**config.mk**
```make
export PLATFORM = sky130hd
export DESIGN_NAME = vec_feeder
export DESIGN_NICKNAME = d
export VERILOG_FILES = /design/src/rtl/vec_feeder_pkg.sv /design/src/rtl/vec_feeder_done_watch.sv /design/src/rtl/vec_feeder.sv
export SDC_FILE = /design/constraint.sdc
export NUM_CORES = 1
export LEC_CHECK = 0
export ABC_AREA = 1
export CAP_MARGIN = 20
export CORE_ASPECT_RATIO = 0.6
export CORE_MARGIN = 1
export CORE_UTILIZATION = 45
export CTS_BUF_LIST = sky130_fd_sc_hd__clkbuf_4
export DETAILED_ROUTE_END_ITERATION = 6
export MAX_ROUTING_LAYER = met4
export PLACE_DENSITY_LB_ADDON = 0.08
export SYNTH_ARGS = -nofsm -noshare
export SYNTH_HDL_FRONTEND = slang
export SYNTH_SLANG_ARGS = --single-unit
export TNS_END_PERCENT = 30
```
**constraint.sdc**
```tcl
create_clock -name clk -period 2 [get_ports clk]
set_input_delay 0.2 -clock clk [delete_from_list [all_inputs] [get_ports clk]]
set_output_delay 0.2 -clock clk [all_outputs]
set_load 0.1 [all_outputs]
```
**src/rtl/vec_feeder_pkg.sv**
```systemverilog
// Shared types and default sizing for the vector-engine feeder.
package vec_feeder_pkg;

  localparam int unsigned DATA_W_DEF  = 32;
  localparam int unsigned IDX_W_DEF   = 10;
  localparam int unsigned TMO_CYC_DEF = 1048576;
  localparam int unsigned MAX_LEN     = 2**IDX_W_DEF;

  typedef enum logic [1:0] {
    IDLE = 2'd0,
    LOAD = 2'd1,
    WAIT = 2'd2,
    FIN  = 2'd3
  } state_e;

endpackage

```
**src/rtl/vec_feeder_done_watch.sv**
```systemverilog
// Watches the engine done level while armed: stale-safe rising-edge detect,
// timeout detection and a saturating count of armed cycles.
module done_watch #(
  parameter int unsigned DATA_W  = 32,
  parameter int unsigned TMO_CYC = 1048576
) (
  input  logic              clk,
  input  logic              rst,
  input  logic              clr,
  input  logic              arm,
  input  logic              done,
  output logic              hit,
  output logic              tmo,
  output logic [DATA_W-1:0] cycles
);

  localparam int unsigned TMO_W = $clog2(TMO_CYC + 1);

  logic              done_q;
  logic              prev_q;
  logic              arm_q;
  logic [TMO_W-1:0]  tmo_cnt_q;
  logic [DATA_W-1:0] cyc_q;
  logic [DATA_W-1:0] cyc_d;
  logic              entry_s;

  // The first armed cycle treats the previous done sample as high, so a level
  // left over from the prior job can never look like a fresh rising edge.
  assign entry_s = arm & ~arm_q;
  assign hit     = arm & done_q & ~prev_q & ~entry_s;
  assign tmo     = arm & ~hit & (tmo_cnt_q == TMO_W'(TMO_CYC - 1));
  assign cyc_d   = (&cyc_q) ? cyc_q : cyc_q + DATA_W'(1);
  assign cycles  = cyc_q;

  always_ff @(posedge clk or negedge rst) begin
    if (!rst) begin
      done_q    <= 1'b0;
      prev_q    <= 1'b0;
      arm_q     <= 1'b0;
      tmo_cnt_q <= '0;
      cyc_q     <= '0;
    end else begin
      done_q <= done;
      prev_q <= done_q;
      arm_q  <= arm;
      if (clr) begin
        tmo_cnt_q <= '0;
        cyc_q     <= '0;
      end else if (arm) begin
        tmo_cnt_q <= tmo_cnt_q + TMO_W'(1);
        cyc_q     <= cyc_d;
      end else begin
        tmo_cnt_q <= tmo_cnt_q;
        cyc_q     <= cyc_q;
      end
    end
  end

endmodule

```
**src/rtl/vec_feeder.sv**
```systemverilog
// Host-side feeder: takes a job length and an (a,b) stream, writes the engine
// memory, publishes n, then waits for done and reports cycles/errors.
module vec_feeder
  import vec_feeder_pkg::*;
#(
  parameter int unsigned DATA_W  = DATA_W_DEF,
  parameter int unsigned IDX_W   = IDX_W_DEF,
  parameter int unsigned TMO_CYC = TMO_CYC_DEF
) (
  input  logic              clk,
  input  logic              rst,
  input  logic              cmd_valid,
  output logic              cmd_ready,
  input  logic [DATA_W-1:0] cmd_len,
  input  logic              s_valid,
  output logic              s_ready,
  input  logic [DATA_W-1:0] s_a,
  input  logic [DATA_W-1:0] s_b,
  output logic              acc_we,
  output logic [IDX_W-1:0]  acc_index,
  output logic [DATA_W-1:0] acc_a_data,
  output logic [DATA_W-1:0] acc_b_data,
  output logic [DATA_W-1:0] acc_n,
  input  logic              acc_done,
  output logic              busy,
  output logic              finish,
  output logic              err_len,
  output logic              err_timeout,
  output logic [DATA_W-1:0] cycles
);

  localparam logic [DATA_W:0] MAX_LEN_C = {{DATA_W{1'b0}}, 1'b1} << IDX_W;

  state_e            state_q;
  logic [IDX_W-1:0]  idx_q;
  logic              acc_we_q;
  logic [IDX_W-1:0]  acc_index_q;
  logic [DATA_W-1:0] acc_a_q;
  logic [DATA_W-1:0] acc_b_q;
  logic [DATA_W-1:0] acc_n_q;
  logic              finish_q;
  logic              err_len_q;
  logic              err_tmo_q;

  logic cmd_acc_s;
  logic last_s;
  logic hit_s;
  logic tmo_s;

  assign cmd_ready = (state_q == IDLE);
  assign s_ready   = (state_q == LOAD);
  assign busy      = (state_q != IDLE);
  assign cmd_acc_s = cmd_valid & cmd_ready;
  assign last_s    = (DATA_W'(idx_q) == acc_n_q - DATA_W'(1));

  assign acc_we      = acc_we_q;
  assign acc_index   = acc_index_q;
  assign acc_a_data  = acc_a_q;
  assign acc_b_data  = acc_b_q;
  assign acc_n       = acc_n_q;
  assign finish      = finish_q;
  assign err_len     = err_len_q;
  assign err_timeout = err_tmo_q;

  done_watch #(
    .DATA_W  (DATA_W),
    .TMO_CYC (TMO_CYC)
  ) u_done_watch (
    .clk    (clk),
    .rst    (rst),
    .clr    (cmd_acc_s),
    .arm    (state_q == WAIT),
    .done   (acc_done),
    .hit    (hit_s),
    .tmo    (tmo_s),
    .cycles (cycles)
  );

  // Job FSM with registered write port, status and completion pulse.
  always_ff @(posedge clk or negedge rst) begin
    if (!rst) begin
      state_q     <= IDLE;
      idx_q       <= '0;
      acc_we_q    <= 1'b0;
      acc_index_q <= '0;
      acc_a_q     <= '0;
      acc_b_q     <= '0;
      acc_n_q     <= '0;
      finish_q    <= 1'b0;
      err_len_q   <= 1'b0;
      err_tmo_q   <= 1'b0;
    end else begin
      acc_we_q <= 1'b0;
      finish_q <= (state_q == FIN);
      case (state_q)
        IDLE: begin
          if (cmd_valid) begin
            acc_n_q   <= cmd_len;
            idx_q     <= '0;
            err_len_q <= 1'b0;
            err_tmo_q <= 1'b0;
            if (cmd_len == '0) begin
              state_q <= FIN;
            end else if ({1'b0, cmd_len} > MAX_LEN_C) begin
              err_len_q <= 1'b1;
              state_q   <= FIN;
            end else begin
              state_q <= LOAD;
            end
          end
        end
        LOAD: begin
          if (s_valid) begin
            acc_we_q    <= 1'b1;
            acc_index_q <= idx_q;
            acc_a_q     <= s_a;
            acc_b_q     <= s_b;
            idx_q       <= idx_q + IDX_W'(1);
            if (last_s) begin
              state_q <= WAIT;
            end
          end
        end
        WAIT: begin
          if (hit_s) begin
            state_q <= FIN;
          end else if (tmo_s) begin
            err_tmo_q <= 1'b1;
            state_q   <= FIN;
          end
        end
        FIN: begin
          state_q <= IDLE;
        end
        default: begin
          state_q <= IDLE;
        end
      endcase
    end
  end

endmodule

```
==> results of run 1 <==
[cell usage after synthesis, drive strengths merged, types with 2 or more instances]
cell,count
nand2,432
dfrtp,178
nor2,130
inv,118
o21ai,81
nand3,49
a21oi,37
nor3,30
clkbuf,22
nand4,22
buf,9
ha,8
xor2,8
nor4,7
xnor2,7
a211oi,4
a31oi,3
nor3b,3
o21a,3
clkinv,2
or2,2
[worst max-delay path, cell delays in order (launching register included)]
cell	delay, ns
dfrtp_4	0.53
inv_6	0.08
ha_4	0.16
nand2_4	0.07
nor2_4	0.17
nand2_2	0.11
o21ai_2	0.14
nand2_1	0.06
nor2_1	0.10
nand2_1	0.09
nor2_4	0.14
nand3_2	0.11
nand2_2	0.10
nand2_2	0.07
nand2_2	0.06
nand2_1	0.04
[stage by stage]
| stage | cell area [µm²] | hold WS, ns | util, % |
|---|---|---|---|
| after global routing | 13400 | 0.0838 | 69.4 |
| after CTS | 13000 | 0.00246 | 67.2 |
| after global placement | 12600 | 0.269 | 65.3 |
| after floorplan | 9190 | -0.0956 | - |
| after detailed placement | 12600 | 0.270 | 65.3 |
| final | 13400 | 0.124 | 69.4 |
[power by group]
group,total (mW),switching [mW],internal [mW]
clock network,1.94,1.28,0.661
logic,16.4,11.9,4.43
registers,5.81,1.02,4.80
total,24.1,14.2,9.89
[path summary, 6_finish.rpt]
check | cells past startpoint | slack, ns | endpoint | from
min in group asynchronous | 2 | 0.17 | acc_n[25]$_DFFE_PN0P_ | rst
worst max-delay path | 15 | -0.12 | state_q[1]$_DFFE_PN0P_ | acc_n[0]$_DFFE_PN0P_
max in group asynchronous | 3 | 1.12 | acc_b_data[1]$_DFFE_PN0P_ | rst
worst max register to register | 15 | -0.12 | state_q[1]$_DFFE_PN0P_ | acc_n[0]$_DFFE_PN0P_
worst min-delay path | 3 | 0.12 | acc_a_data[19]$_DFFE_PN0P_ | s_a[19]
worst min register to register | 0 | 0.40 | u_done_watch.prev_q$_DFF_PN0_ | u_done_watch.done_q$_DFF_PN0_
[registers in the layout, summed over array words and instances (netlist names), 2 cells and up]
register / flops
acc_a_data: 32
acc_b_data: 32
acc_index: 10
acc_n: 32
idx_q: 10
state_q: 2
u_done_watch.cycles: 32
u_done_watch.tmo_cnt_q: 21
[area by class of cell]
type | instances | area share, %
clock inverter | 12 | 0.795
timing repair buffer | 390 | 25.5
sequential | 178 | 34.1
tap | 266 | 2.49
multi-input combinational | 837 | 32.3
clock buffer | 20 | 1.12
inverter | 120 | 3.57
[logic make-up after synthesis]
family / after synthesis / share of synthesized area (%)
fa+ha+maj: 8 / 1.12
simple gates: 678 / 32.7
xor+xnor: 16 / 1.72
compound gates: 135 / 8.15
buf+inv: 151 / 6.57
flops: 178 / 49.7
[routing by layer]
layer | GRT usage [%] | wire length [µm] | vias to the layer above
li1 | - | - | 4460
met3 | 5.95 | 1980 | 16
met4 | 6.17 | 260 | 0
met5 | - | 0 | -
met2 | 39.3 | 12300 | 301
met1 | 42.6 | 13700 | 4325
[repair_timing]
action,4_1_cts,5_1_grt
hold buffers,1,1
resized for setup,20,82
setup buffers,7,13
hold endpoints to repair,62,1
cloned,0,1
endpoints found under the setup margin,16,40
pin swaps,20,32
==> results.md, run 1 <==
* Total power at around 24 mW
* Outcome: finished, violations left
* Router iterations before antenna repair at 5
* Estimated wirelength of the detail-placed design at around 21 mm
* RSZ-0062 raised after global routing: true
* Final period util at 106%
* Failing checks: negative setup slack
* First-pass GRT wire length at about 44 mm
* Worst setup EP type: flip-flop
* Post-route setup slack at -0.117 ns
* CTS buffer count at 17
* Max_cap viols at 0
* Worst-path clk slew at approximately 0.15 ns
* Pin count of the biggest net entering global routing at 72
* Max Fclk at 0.472 GHz
* Ys Warns at 0
* Peak VDD IR at 0.00117 V
* Crit path max fanout at 3
* Syn Area/Cell at roughly 7.7 µm²
* Layout cell share with drive strength beyond 1 at 33.0%
* Final hold vios at 0
* Main area contributors after synthesis: dfrtp_1 (50%), nand2_1 (18%), nor2_1 (4.8%), inv_1 (4.5%), o21ai_0 (4.1%)
* Clk_skew at approximately 0.027 ns
* Mapped cell area at 8950 µm²
* Antenna violations before repair at 0
* Setup Crit Path Kind: reg -> reg
* Die width at 184 µm
* Relative slew margins at 51.8%
* Vias in the first global route at 8337
* Total number of vias at between 9000 and 10000
* Die H at approximately 110 µm
* Gr ovfl total at 0
* Synth top area share at between 40% and 50%
* Drt wl/cell at 15.5 µm
* Sequential share of the synthesized area at between 40 and 50%
* Arr. time, crit path at 2.62 ns
* CTS root buf: clkbuf_4
* Main synth FF type: dfrtp_1
* Syn Inst Count at 1166
* Depth of the CTS H-tree at 4
* Multi-input logic area at 4320 µm²
* Rows at 39
* Final Max Slew Viols at 0
* Commonest non-fill, non-tap cell in the layout: nand2_1
* Starting Density at between 40% and 50%
* TNS Setup at -0.293 ns
* Lkg Pwr at 6.52 nW
* GP Congestion at between 0.9 and 1
* Core box area at 19300 µm²
* Minimum clock period at between 2 and 2.5 ns
* # setup viols final at 4
* Final ANT Viol Nets at 0
* Post-synth ARST share at 100%
* CTS tree: yes
* I/O Buffers at around 250
* 1st-iter DRT viols at 786
* Worst EP required at around 2.5 ns
* Commonest cells after routing, fill and taps aside: nand2_1 (401), buf_4 (267), dfrtp_1 (117)
* Clk sink count at roughly 180
* Hold crit path type: in -> reg
* Routed vias/inst at 4.99
* Syn Nets at 1275
* Overall Global Routing Usage at 28.5%
* Longest Clk Path Bufs at 2
* Synth-to-layout area growth at 49.3%
* Largest area contributor in the netlist: dfrtp_1
* FF/Latch Area at roughly 4600 µm²
* Final wirelength at approximately 28 mm
* Post-synth cell types at 45
* PwrDens at between 1500 and 2000 nW/µm²
* Fill cells at 1604
* Final nets at 1653
* Slew at the pin closest to its max-slew limit at slightly above 0.7 ns
* Die footprint at 20500 µm²
* Critical Path Source Type: flip-flop
* FF+latch count, synth at 178
* Pre-CTS setup slack at -0.203 ns
* DRC at 0
* Worst-Skew Late Latency at 0.59 ns
* I/O pin cnt at 246
* Non-filler cells, final at 1823
* Post-synth EDFFs at 0
* ANT cells at 0
* Post-Place Cells at 1768
Power figures use the tool's default switching activity.
==> run 2, diff against run 1 <==
--- a/config.mk
+++ b/config.mk
@@ -5,15 +5,15 @@
 export SDC_FILE = /design/constraint.sdc
 export NUM_CORES = 1
 export LEC_CHECK = 0
-export ABC_AREA = 1
+export ABC_AREA = 0
 export CAP_MARGIN = 20
 export CORE_ASPECT_RATIO = 0.6
 export CORE_MARGIN = 1
-export CORE_UTILIZATION = 45
+export CORE_UTILIZATION = 44
 export CTS_BUF_LIST = sky130_fd_sc_hd__clkbuf_4
 export DETAILED_ROUTE_END_ITERATION = 6
 export MAX_ROUTING_LAYER = met4
-export PLACE_DENSITY_LB_ADDON = 0.08
+export PLACE_DENSITY = 0.78
 export SYNTH_ARGS = -nofsm -noshare
 export SYNTH_HDL_FRONTEND = slang
 export SYNTH_SLANG_ARGS = --single-unit
==> run 2 against run 1 <==
Compared with the run above:
- first-iteration DRC count down 30%
- cell area down 5.8%
- critical path depth down 5
- the flow still finishes with violations (negative setup slack)
==> results.md, run 2 <==
* Outcome: finished, violations left
* Failing checks: negative setup slack
* Final nets at 1309 (-21%)
* Main synth FF type: dfrtp_1
* CTS tree: yes
* Antenna violations before repair at 0 (unchanged)
* Final hold vios at 0 (unchanged)
* Worst-Skew Late Latency at 0.58 ns (about the same)
* Gr ovfl total at 0 (unchanged)
* Max_cap viols at 0 (unchanged)
* Final wirelength at 24.6 mm (-13%)
* 1st-iter DRT viols at 554 (-30%)
* Estimated wirelength of the detail-placed design at 18.5 mm (-12%)
* Commonest cells after routing, fill and taps aside: buf_4 (286), dfrtp_1 (161), nand2_1 (119)
* Mapped cell area at 8400 µm² (-6.2%)
* Setup Crit Path Kind: reg -> reg
* Routed vias/inst at 5.18 (+3.7%)
* Hold crit path type: in -> reg
* Critical Path Source Type: flip-flop
* Longest Clk Path Bufs at 2 (unchanged)
* Worst setup EP type: flip-flop
* DP Area at 12000 µm² (-4.5%)
* Core box area at 18400 µm² (-4.8%)
* CTS buffer count at 17 (unchanged)
* CP max stage cell: dfrtp_4
* Die footprint at 19700 µm² (-4.0%)
* Syn Inst Count at 812 (-30%)
* Largest area contributor in the netlist: dfrtp_1
* Final instance area at 12600 µm² (-5.8%)
* GP Congestion at 0.890 (-6.4%)
* Final Max Slew Viols at 0 (unchanged)
* Sequential share of the synthesized area at 53.0% (+3.3 points)
* I/O Buffers at 245 (unchanged)
* ANT cells at 0 (unchanged)
* Arr. time, crit path at 2.99 ns (+0.37 ns)
* Fill cells at 1421 (-11%)
* Synth-to-layout area growth at 50.0%
* Crit-path leading delay family: simple AND/OR/NAND/NOR gates
* Ys Warns at 0 (unchanged)
* Pin count of the biggest net entering global routing at 62 (-14%)
* Post-synth ARST share at 100% (unchanged)
* CP Buf/Inv Count at 2 (+1)
* Post-route setup slack at -0.545 ns (-0.428 ns)
* Starting Density at 45.8% (-0.70 points)
* Post-synth EDFFs at 0 (unchanged)
* Final ANT Viol Nets at 0 (unchanged)
* Hold_ws at 0.155 ns (+0.0308 ns)
* Vias in the first global route at 7341 (-12%)
* I/O pin cnt at 246 (unchanged)
* Layout cell share with drive strength beyond 1 at 40.1% (+7.1 points)
* Router iterations before antenna repair at 5 (unchanged)
* DRC at 0 (unchanged)
* Die H at 109 µm (-2.0%)
* Minimum clock period at 2.55 ns (+0.428 ns)
* Main area contributors after synthesis: dfrtp_1 (53%), mux2_2 (9.8%), nand2_1 (5.4%), nor2_1 (3.5%), xnor2_1 (3.3%)
* Overall Global Routing Usage at 26.0% (-2.5 points)
* CP cell instances: inv_4 -> ha_4 -> nor3b_4 -> buf_6 -> a211o_1 -> nor4_1 -> or3b_1 -> and4_1 -> and3_1 -> or3_1
* Worst-path clk slew at 0.14 ns (about the same)
* Post-synth cell types at 49 (+8.9%)
* Die width at 180 µm (-2.0%)
* Commonest cells in the netlist: dfrtp_1 (178), nand2_1 (121), nor2_1 (78)
* Clk_skew at 0.0265 ns (-0.000613 ns)
* First-pass GRT wire length at 38.9 mm (-11%)
* FF+latch count, synth at 178 (unchanged)
* Depth of the CTS H-tree at 4 (unchanged)
* Crit path max fanout at 5 (+2)
* Max Fclk at 0.393 GHz (-17%)
* Commonest non-fill, non-tap cell in the layout: buf_4
* Syn Area/Cell at 10.3 µm² (+35%)
* Clk sink count at 178 (unchanged)
* Worst EP required at 2.44 ns (-0.06 ns)
* Total number of vias at 7520 (-17%)
* Slew at the pin closest to its max-slew limit at 0.626 ns (-0.0967 ns)
* CTS root buf: clkbuf_4
* Syn Nets at 921 (-28%)
* Final period util at 127% (+21 points)
* Drt wl/cell at 17.0 µm (+9.8%)
* # setup viols final at 5 (+1)
* Synth top area share at 53.0% (+3.3 points)
* Most common cell in the netlist: dfrtp_1
* RSZ-0062 raised after global routing: true
* Max incr delay on CP at 0.53 ns (about the same)
* Rows at 38 (-2.6%)
* Relative slew margins at 58.3% (+6.4 points)
## run 2: changes by cell type after synthesis, moves of 21 or more
| cell | delta |
|---|---|
| xnor2_1 | +25 |
| nand2_1 | -299 |
| mux2_2 | +73 |
| xor2_1 | +21 |
| nor2_1 | -37 |
| inv_1 | -88 |
| o21ai_0 | -44 |
## run 2: cells by family after synthesis
family	Yosys count	share of synthesized area, %
AND/OR/NAND/NOR	354	20.7
AO/OA/AOI/OAI	75	5.47
flip-flops	178	53.0
buffers and inverters	56	2.62
XOR/XNOR	61	6.36
adder cells (fa/ha/maj)	8	1.19
multiplexers	80	10.6
## run 2: worst paths after layout
| path | startpoint | end | slack [ns] | depth (start not counted) |
|---|---|---|---|---|
| min | acc_done | u_done_watch.done_q$_DFF_PN0_ | 0.15 | 1 |
| max | acc_n[0]$_DFFE_PN0P_ | state_q[1]$_DFFE_PN0P_ | -0.55 | 10 |
| min in group asynchronous | rst | acc_n[12]$_DFFE_PN0P_ | 0.17 | 2 |
| max in group asynchronous | rst | u_done_watch.tmo_cnt_q[12]$_DFFE_PN0P_ | 1.15 | 3 |
| min reg2reg | u_done_watch.done_q$_DFF_PN0_ | u_done_watch.prev_q$_DFF_PN0_ | 0.40 | 0 |
| max reg2reg | acc_n[0]$_DFFE_PN0P_ | state_q[1]$_DFFE_PN0P_ | -0.55 | 10 |
## run 2: layout make-up
class	count	area (µm²)	share of cell area, %
Tap cell	240	300	2.38
Clock inverter	12	181	1.44
Clock buffer	19	143	1.13
Timing Repair Buffer	405	3430	27.3
Multi-Input combinational cell	578	3970	31.5
Sequential cell	178	4480	35.6
Inverter	20	88.8	0.705
## run 2: metal layers
metal / up-vias / GRT usage (%) / share of wire [%]
li1: 3587 / - / -
met1: 3654 / 37.5 / 48
met2: 252 / 37.1 / 44
met3: 27 / 6.25 / 6.7
met4: 0 / 5.43 / 0.97
met5: - / - / 0
## run 2: timing repair
action / in CTS / in global routing
buffers inserted: 3 / 2
pin swaps: 8 / 10
gates resized for setup: 17 / 37
setup endpoints to repair: 27 / 41
hold endpoints to repair: 66 / 0
hold buffers: 1 / 0
cloned: 0 / 1
## run 2: metrics by stage
stage	setup WS (ns)	util, %	TNS (ns)	cells
2_1_floorplan	-0.717	-	-63.85	812
3_3_place_gp	-0.498	65.5	-0.931	1414
3_5_place_dp	-0.583	65.5	-1.26	1414
4_1_cts	-0.547	67.7	-1.07	1449
5_1_grt	-0.624	68.6	-2.71	1452
6_report	-0.545	68.6	-1.12	1452
Power of run 2 is not shown: default switching activity piles up to over one toggle a cycle in this logic, so the estimate is an artifact.
==> run 3, diff against run 2 <==
--- a/config.mk
+++ b/config.mk
@@ -14,6 +14,7 @@
 export DETAILED_ROUTE_END_ITERATION = 6
 export MAX_ROUTING_LAYER = met4
 export PLACE_DENSITY = 0.78
+export SLEW_MARGIN = 20
 export SYNTH_ARGS = -nofsm -noshare
 export SYNTH_HDL_FRONTEND = slang
 export SYNTH_SLANG_ARGS = --single-unit
==> results of run 3 <==
Same layout as run 2: the final DEF is identical, and so are final timing and power.
Power of run 3 is left out for the same reason.
